===== src/rtl/uart_frame_parser_if.sv =====
`default_nettype none
// ============================================================================
//  Module      : uart_frame_parser_if
//  Description : Byte-strobe input and parsed-frame output bundle for
//                uart_frame_parser.
//  Revision    : 1.0 - initial release
// ============================================================================
interface uart_frame_parser_if;
  logic        rx_done;
  logic [7:0]  rx_data;
  logic        frame_valid;
  logic [7:0]  frame_addr;
  logic [3:0]  frame_len;
  logic [63:0] frame_data;
  logic        frame_err;
  logic [1:0]  err_code;

  // Byte source / frame consumer side
  modport master (
    output rx_done, rx_data,
    input  frame_valid, frame_addr, frame_len, frame_data, frame_err, err_code
  );

  // Parser side
  modport slave (
    input  rx_done, rx_data,
    output frame_valid, frame_addr, frame_len, frame_data, frame_err, err_code
  );
endinterface
`default_nettype wire


===== src/rtl/uart_frame_parser.sv =====
`default_nettype none
// ============================================================================
//  Module      : uart_frame_parser
//  Description : Parses SYNC/ADDR/LEN/PAYLOAD/CHK frames from a byte strobe
//                stream, checks the XOR checksum, and reports good frames or
//                aborts (checksum, bad length, inter-byte timeout).
//  Revision    : 1.0 - initial release
// ============================================================================
module uart_frame_parser #(
  parameter logic [7:0] SYNC_BYTE      = 8'hA5,
  parameter int         MAX_LEN        = 8,
  parameter int         TIMEOUT_CYCLES = 100000
) (
  input wire logic           clk,
  input wire logic           rst,
  uart_frame_parser_if.slave io_frm
);

  localparam int               c_TW    = (TIMEOUT_CYCLES > 1) ? $clog2(TIMEOUT_CYCLES) : 1;
  localparam logic [c_TW-1:0]  c_TMAX  = c_TW'(TIMEOUT_CYCLES - 1);
  localparam logic [7:0]       c_MAXL  = 8'(MAX_LEN);

  typedef enum logic [2:0] {
    S_IDLE    = 3'd0,
    S_ADDR    = 3'd1,
    S_LEN     = 3'd2,
    S_PAYLOAD = 3'd3,
    S_CHECK   = 3'd4
  } state_t;

  state_t          r_state;
  state_t          w_state_nxt;
  logic [c_TW-1:0] r_timer;
  logic [7:0]      r_chk;
  logic [7:0]      r_addr;
  logic [3:0]      r_len;
  logic [3:0]      r_idx;
  logic [63:0]     r_pay;

  logic            r_frame_valid;
  logic            r_frame_err;
  logic [1:0]      r_err_code;
  logic [7:0]      r_frame_addr;
  logic [3:0]      r_frame_len;
  logic [63:0]     r_frame_data;

  logic            w_timeout;
  logic            w_good;
  logic            w_abort;
  logic [1:0]      w_abort_code;
  logic [63:0]     w_data_masked;

  // Timeout only counts inside a frame and loses to a same-cycle byte
  assign w_timeout = (r_state != S_IDLE) && !io_frm.rx_done && (r_timer == c_TMAX);

  // State register
  always_ff @(posedge clk) begin
    if (rst) r_state <= S_IDLE;
    else     r_state <= w_state_nxt;
  end

  // Next-state and completion/abort decode
  always_comb begin
    w_state_nxt  = r_state;
    w_good       = 1'b0;
    w_abort      = 1'b0;
    w_abort_code = 2'd0;
    if (w_timeout) begin
      w_state_nxt  = S_IDLE;
      w_abort      = 1'b1;
      w_abort_code = 2'd3;
    end else if (io_frm.rx_done) begin
      case (r_state)
        S_IDLE: begin
          if (io_frm.rx_data == SYNC_BYTE) w_state_nxt = S_ADDR;
        end
        S_ADDR: w_state_nxt = S_LEN;
        S_LEN: begin
          if (io_frm.rx_data == 8'd0) begin
            w_state_nxt = S_CHECK;
          end else if (io_frm.rx_data <= c_MAXL) begin
            w_state_nxt = S_PAYLOAD;
          end else begin
            w_state_nxt  = S_IDLE;
            w_abort      = 1'b1;
            w_abort_code = 2'd2;
          end
        end
        S_PAYLOAD: begin
          if ((r_idx + 4'd1) == r_len) w_state_nxt = S_CHECK;
        end
        S_CHECK: begin
          w_state_nxt = S_IDLE;
          if (io_frm.rx_data == r_chk) begin
            w_good = 1'b1;
          end else begin
            w_abort      = 1'b1;
            w_abort_code = 2'd1;
          end
        end
        default: w_state_nxt = S_IDLE;
      endcase
    end
  end

  // Payload bytes beyond LEN may be stale from an earlier frame; zero them
  always_comb begin
    w_data_masked = 64'd0;
    for (int k = 0; k < 8; k++) begin
      if (4'(k) < r_len) w_data_masked[8*k +: 8] = r_pay[8*k +: 8];
    end
  end

  // Inter-byte timer, frame capture and running checksum
  always_ff @(posedge clk) begin
    if (rst) begin
      r_timer <= '0;
      r_chk   <= 8'd0;
      r_addr  <= 8'd0;
      r_len   <= 4'd0;
      r_idx   <= 4'd0;
      r_pay   <= 64'd0;
    end else begin
      if ((w_state_nxt == S_IDLE) || io_frm.rx_done) r_timer <= '0;
      else                                           r_timer <= r_timer + 1'b1;

      if (io_frm.rx_done) begin
        case (r_state)
          S_IDLE: begin
            r_chk <= 8'd0;
            r_idx <= 4'd0;
          end
          S_ADDR: begin
            r_addr <= io_frm.rx_data;
            r_chk  <= io_frm.rx_data;
          end
          S_LEN: begin
            r_len <= io_frm.rx_data[3:0];
            r_chk <= r_chk ^ io_frm.rx_data;
            r_idx <= 4'd0;
          end
          S_PAYLOAD: begin
            r_pay[{r_idx[2:0], 3'b000} +: 8] <= io_frm.rx_data;
            r_chk <= r_chk ^ io_frm.rx_data;
            r_idx <= r_idx + 4'd1;
          end
          default: ;
        endcase
      end
    end
  end

  // Registered result pulses and held frame outputs
  always_ff @(posedge clk) begin
    if (rst) begin
      r_frame_valid <= 1'b0;
      r_frame_err   <= 1'b0;
      r_err_code    <= 2'd0;
      r_frame_addr  <= 8'd0;
      r_frame_len   <= 4'd0;
      r_frame_data  <= 64'd0;
    end else begin
      r_frame_valid <= w_good;
      r_frame_err   <= w_abort;
      if (w_abort) r_err_code <= w_abort_code;
      if (w_good) begin
        r_frame_addr <= r_addr;
        r_frame_len  <= r_len;
        r_frame_data <= w_data_masked;
      end
    end
  end

  assign io_frm.frame_valid = r_frame_valid;
  assign io_frm.frame_err   = r_frame_err;
  assign io_frm.err_code    = r_err_code;
  assign io_frm.frame_addr  = r_frame_addr;
  assign io_frm.frame_len   = r_frame_len;
  assign io_frm.frame_data  = r_frame_data;

endmodule
`default_nettype wire


===== src/flat_wrapper.sv =====
// flat-port wrapper written by rule: the top's interface ports become plain ports
module uart_frame_parser_flat 
#(
  parameter logic [7:0] SYNC_BYTE      = 8'hA5,
  parameter int         MAX_LEN        = 8,
  parameter int         TIMEOUT_CYCLES = 100000
)
  (clk, rst, io_frm_rx_done, io_frm_rx_data, io_frm_frame_valid, io_frm_frame_addr, io_frm_frame_len, io_frm_frame_data, io_frm_frame_err, io_frm_err_code);
  uart_frame_parser_if io_frm_i ();
  input wire logic clk;
  input wire logic rst;
  input wire logic [$bits(io_frm_i.rx_done)-1:0] io_frm_rx_done;
  input wire logic [$bits(io_frm_i.rx_data)-1:0] io_frm_rx_data;
  output wire logic [$bits(io_frm_i.frame_valid)-1:0] io_frm_frame_valid;
  output wire logic [$bits(io_frm_i.frame_addr)-1:0] io_frm_frame_addr;
  output wire logic [$bits(io_frm_i.frame_len)-1:0] io_frm_frame_len;
  output wire logic [$bits(io_frm_i.frame_data)-1:0] io_frm_frame_data;
  output wire logic [$bits(io_frm_i.frame_err)-1:0] io_frm_frame_err;
  output wire logic [$bits(io_frm_i.err_code)-1:0] io_frm_err_code;
  assign io_frm_i.rx_done = io_frm_rx_done;
  assign io_frm_i.rx_data = io_frm_rx_data;
  assign io_frm_frame_valid = io_frm_i.frame_valid;
  assign io_frm_frame_addr = io_frm_i.frame_addr;
  assign io_frm_frame_len = io_frm_i.frame_len;
  assign io_frm_frame_data = io_frm_i.frame_data;
  assign io_frm_frame_err = io_frm_i.frame_err;
  assign io_frm_err_code = io_frm_i.err_code;
  uart_frame_parser #(.SYNC_BYTE(SYNC_BYTE), .MAX_LEN(MAX_LEN), .TIMEOUT_CYCLES(TIMEOUT_CYCLES)) u_core (.clk(clk), .rst(rst), .io_frm(io_frm_i));
endmodule

===== config.mk =====
export PLATFORM = sky130hd
export DESIGN_NAME = uart_frame_parser_flat
export DESIGN_NICKNAME = d
export VERILOG_FILES = /design/src/rtl/uart_frame_parser_if.sv /design/src/rtl/uart_frame_parser.sv /design/src/flat_wrapper.sv
export SDC_FILE = /design/constraint.sdc
export NUM_CORES = 1
export LEC_CHECK = 0
export ABC_AREA = 0
export CAP_MARGIN = 40
export CORE_MARGIN = 2
export CORE_UTILIZATION = 35
export CTS_CLUSTER_DIAMETER = 80
export DETAILED_ROUTE_END_ITERATION = 8
export PLACE_DENSITY = 0.6
export RECOVER_POWER = 25
export SLEW_MARGIN = 0
export SYNTH_ARGS = -nofsm -noshare
export SYNTH_HDL_FRONTEND = slang
export SYNTH_SLANG_ARGS = --single-unit

===== constraint.sdc =====
create_clock -name clk -period 3.2 [get_ports clk]
set_input_delay 0.64 -clock clk [delete_from_list [all_inputs] [get_ports clk]]
set_output_delay 0.64 -clock clk [all_outputs]
set_load 0.02 [all_outputs]

* Word-level counts from Yosys, hierarchy flattened
Index checks and enable logic that the tools add are counted.
Storage, ports and cells: bits of input ports 11, register bits after elaboration 188, memory bits (writable) 0, logic and storage cells 88, output and inout port bits 80, latch bits 0, memories kept 0, bits in read-only memories 0
Operators by class: equal/unequal tests 8, divide/modulo/power cells 0, bitwise gates (word level) 1, magnitude comparators 9, $mul 0, reduce and logical (&&, ||, !) cells 18, mux-type cells 34, add/subtract/negate cells 3, shift-type cells 2
Operators by type and width (count):
- $bwmux 64 | 1
- $mux 8 | 8
- $shift 8x8->64 const A | 1
- $shiftx 8x8->64 | 1
- $pmux 8 s3 | 1
- $add 17x1->17 const B | 1
- $eq 17x17->1 const B | 1
- $lt 3x4->1 const A | 4
- $mux 3 | 5
- $pmux 3 s4 | 1
- $mux 1 | 10
- $mux 2 | 5
- $reduce_and 2->1 | 5
- $eq 8x8->1 | 1
- $eq 8x8->1 const B | 1
- $le 8x4->1 const B | 1
- $logic_not 8->1 | 1
- $lt 1x4->1 const A | 2
- $lt 2x4->1 const A | 2
- $neg 6->8 | 1
- $pmux 4 s2 | 1
- $xor 8x8->8 | 1
- $eq 3x2->1 const B | 2
- $logic_not 3->1 | 2
- 12 further kinds | 16

* Logic depth before layout (Yosys ltp)
depth in word-level cells 9, mapped depth 9, depth with buffers taken out 8

* Least setup slack after synthesis
OpenSTA, ideal clock, no wires.
kind in2reg, start point in io_frm_rx_data[6], end point reg u_core.r_frame_data[16] (netlist: u_core.io_frm.frame_data[16]), slack 0.897 ns, setup time 0.117 ns, cell stages on the path 8, arrival 2.186 ns, required time 3.083 ns, buffers on the path 3, cells stage by stage clkbuf_1 > xor2_1 > nor4_2 > and3_1 > nor2_1 > buf_6 > buf_6 > a22o_1
On the way: cells in the longest elaborated chain, start to end 5
Ends and longest elaborated chain:
- from (decl) | line flat_wrapper.sv:13 | input wire logic [$bits(io_frm_i.rx_data)-1:0] io_frm_rx_data;
- $eq 8x8->1 | line uart_frame_parser.sv:94 | if (io_frm.rx_data == r_chk) begin
- $mux 1 | line uart_frame_parser.sv:94
- $mux 1 | line uart_frame_parser.sv:73 | case (r_state)
- $mux 1 | line uart_frame_parser.sv:72 | end else if (io_frm.rx_done) begin
- $mux 1 | line uart_frame_parser.sv:68 | if (w_timeout) begin
- to (signal assigned) | line uart_frame_parser.sv:169 | r_frame_data <= w_data_masked;
- to (decl) | line uart_frame_parser.sv:45 | logic [63:0] r_frame_data;
Every way passes these cells. A chain may end at the register's enable or synchronous reset.

* Final worst setup path
start point reg u_core.r_idx[0], end point reg u_core.r_timer[4]
On the way: cells in the longest elaborated chain, start to end 9
Ends and longest elaborated chain:
- from (decl) | line uart_frame_parser.sv:37 | logic [3:0] r_idx;
- from (signal assigned) | line uart_frame_parser.sv:145 | r_idx <= r_idx + 4'd1;
- $add 4x1->4 | line uart_frame_parser.sv:90 | if ((r_idx + 4'd1) == r_len) w_state_nxt = S_CHECK;
- $eq 4x4->1 | line uart_frame_parser.sv:90
- $mux 3 | line uart_frame_parser.sv:90
- $pmux 3 s4 | line uart_frame_parser.sv:73
- $mux 3 | line uart_frame_parser.sv:72
- $mux 3 | line uart_frame_parser.sv:68
- $logic_not 3->1 | line uart_frame_parser.sv:124 | if ((w_state_nxt == S_IDLE) || io_frm.rx_done) r_timer <= '0;
- $logic_or 1x1->1 | line uart_frame_parser.sv:124
- $reduce_or 2->1 (no source line)
- to (signal assigned) | line uart_frame_parser.sv:125 | else r_timer <= r_timer + 1'b1;
- to (decl) | line uart_frame_parser.sv:33 | logic [c_TW-1:0] r_timer;
Every way passes these cells.

==> impl_metrics.yaml <==
outcome:
  status: "completed"
route:
  drt-met1-wl_microns: 8770
  top_layer_used: "met4"
  wl_met3_microns: 780
  via_count: 5684
  postRouteAntennaNets: 0
  wl_per_cell_microns: 16.2
  drtIter0Drc: 342
  wl_met2_microns: 8370
  firstDrtPassIters: 4
  drc: 0
  finalWirelength_microns: 18200
  avgViaCountPerCell: 5.04
floorplan:
  die_width_microns: 150
  ios: 91
  start_util: 0.356
  core_area_sq_um: 21000
  dieArea_sq_um: 22500
  fp-row-count: 53
  dieHeight_microns: 150
global_route:
  grt_usage: 0.167
  antenna_found_initial: 0
  grt_max_degree: 88
  grt_pass1_wl_microns: 29300
  overflow: 0
  grt_pass1_vias: 5453
clock_tree:
  postCtsSetupBuffers: 0
  cts.clk_slew.worst_paths_ns: 0.07
  cts_resized: 0
  clk_path_buf_depth: 2
  insertion_delay_ns: 0.43
  cts_tree: "yes"
  cts_sinks: 188
  cts_buffers: 17
  htreeDepth: 4
  cts_root_buffer: "clkbuf_16"
  hold_buffers: 0
sta:
  skew_ns: 0.0118
  fmaxAchievable_ghz: 0.377
  worstMarginPinSlew_ns: 0.799
  relSlewSlack: 0.466
  setup_ws_ns: 0.550
  rsz0062_at_grt: "no"
  finalSetupViolCount: 0
  fin_crit_sh: 0.828
  finalCriticalPeriod_ns: 2.65
  slew_viol_final: 0
  hold_viol_final: 0
  tns_ns: 0
logic_synthesis:
  synth_area_leaders: "dfxtp_1 51%, mux2i_1 9.4%, a22o_1 6.6%, nor2_1 5.1%, nand2_1 2.6%"
  synthFlopType: "dfxtp_1"
  seq_area_frac_synth: 0.505
  syn_nets: 761
  synth_top_area_cell: "dfxtp_1"
  yosysTopAreaCellShare: 0.505
  synth_cell_types: 55
  synth-seq-cells: 188
  netlist_top_cells_count: "188 x dfxtp_1, 101 x nor2_1, 70 x mux2i_1, 56 x a22o_1, 51 x nand2_1"
  synthCells: 746
  async_reset_ff_frac: 0
  post-synth-top-count-cell: "dfxtp_1"
  synth.cell_area_sq_um: 7450
  synth_edf_count: 0
  syn-mean-instance-area_sq_um: 9.99
  synth-warning-count: 0
place:
  post-place-ws_ns: 0.173
  placed_area_sq_um: 8750
  place_inst: 1096
  gp_congestion: 0.809
  post-dp-hpwl_microns: 12500
  port_buffers: 90
cells_and_area:
  final_nets: 855
  syn2layout_area_growth_pct: 25.2
  layout.cells.non_filler: 1128
  final_layout_size_suffix_gt1_frac: 0.106
  diodes: 0
  stdcell_area_sq_um: 9330
critical_path:
  worstPathRequired_ns: 3.49
  cp-end-kind: "flop"
  arrival_ns: 2.94
  path_class: "reg -> reg"
  r2r_cells: 8
  startpoint_type: "flop"
  path_max_fanout: 14
power:
  power_mw: 4.58
  power.density_nw_per_um2: 491
  p_leak_nw: 3.52
  peakVddDrop_mv: 0.362
job:
  drv_cap: 0
worst_hold_path:
  hold_depth: 2
  hp-class: "reg -> reg"
metal layers:
metal	up-vias	GRT usage
met1	2708	0.224
met3	21	0.0415
met2	115	0.265
met4	0	0.0547
li1	2840	-
met5	-	0
placed cells by master (no fill, tap or decap), drive strengths merged, types with 11 or more instances in the layout:
master         count
a211oi            14
a21oi             36
a22o              56
buf               33
clkbuf            21
clkdlybuf4s50     42
dfxtp            188
dlygate4sd3       47
inv               17
mux2i             70
nand2             52
nand3             20
nor2             104
nor3              11
o21ai             20
xor2              17
critical path, stage by stage (launching register included):
cell,delay [ns]
dfxtp_1,0.59
inv_1,0.14
ha_1,0.35
xnor2_1,0.14
nand2_1,0.12
o311a_1,0.35
nor3_2,0.53
buf_6,0.22
a21boi_0,0.08
where the power goes:
| part | total, mW | internal, mW | switching [mW] |
|---|---|---|---|
| Clock | 2.12 | 1.13 | 0.987 |
| Combinational | 0.130 | 0.0381 | 0.0915 |
| Sequential | 2.34 | 2.34 | 0.000194 |
| Total | 4.58 | 3.50 | 1.08 |
cells by family after synthesis:
logic type               count (synthesis)  share of synthesized area
flip-flops                             188                      0.505
buffers and inverters                   59                     0.0371
adder cells (fa/ha/maj)                  4                    0.00672
AO/OA/AOI/OAI                          153                      0.150
AND/OR/NAND/NOR                        245                      0.173
multiplexers                            70                     0.0941
XOR/XNOR                                27                     0.0338
sequential cells by signal (all words and copies together) (netlist names):
signal / flops
u_core.io_frm.frame_data: 64
u_core.r_pay: 64
u_core.r_timer: 17
u_core.io_frm.frame_addr: 8
u_core.r_addr: 8
u_core.r_chk: 8
u_core.io_frm.frame_len: 4
u_core.r_idx: 4
u_core.r_len: 4
u_core.r_state: 3
u_core.io_frm.err_code: 2
u_core.io_frm.frame_err: 1
u_core.io_frm.frame_valid: 1
cell type report:
class                      count  area [sq um]
clock inverter                14           150
tap                          275           344
fill                        2079         11600
clock buffer                  18           439
inverter                       9          33.8
sequential                   188          3760
timing repair buffer         125          1180
multi-input combinational    499          3420
per-stage QoR:
stage	utilization	hold WS, ns
4_1_cts	0.446	0.460
5_1_grt	0.445	0.476
6_report	0.445	0.453
2_1_floorplan	-	0.431
3_5_place_dp	0.417	0.447
3_3_place_gp	0.417	0.445
final timing paths:
path / from / slack (ns) / to
setup / recovery: u_core.r_idx[0] / 0.55 / u_core.r_timer[4]
setup reg to reg: u_core.r_idx[0] / 0.55 / u_core.r_timer[4]
hold / removal: u_core.io_frm.frame_data[58] / 0.45 / u_core.io_frm.frame_data[58]
hold reg to reg: u_core.io_frm.frame_data[58] / 0.45 / u_core.io_frm.frame_data[58]
Power figures use the tool's default switching activity.
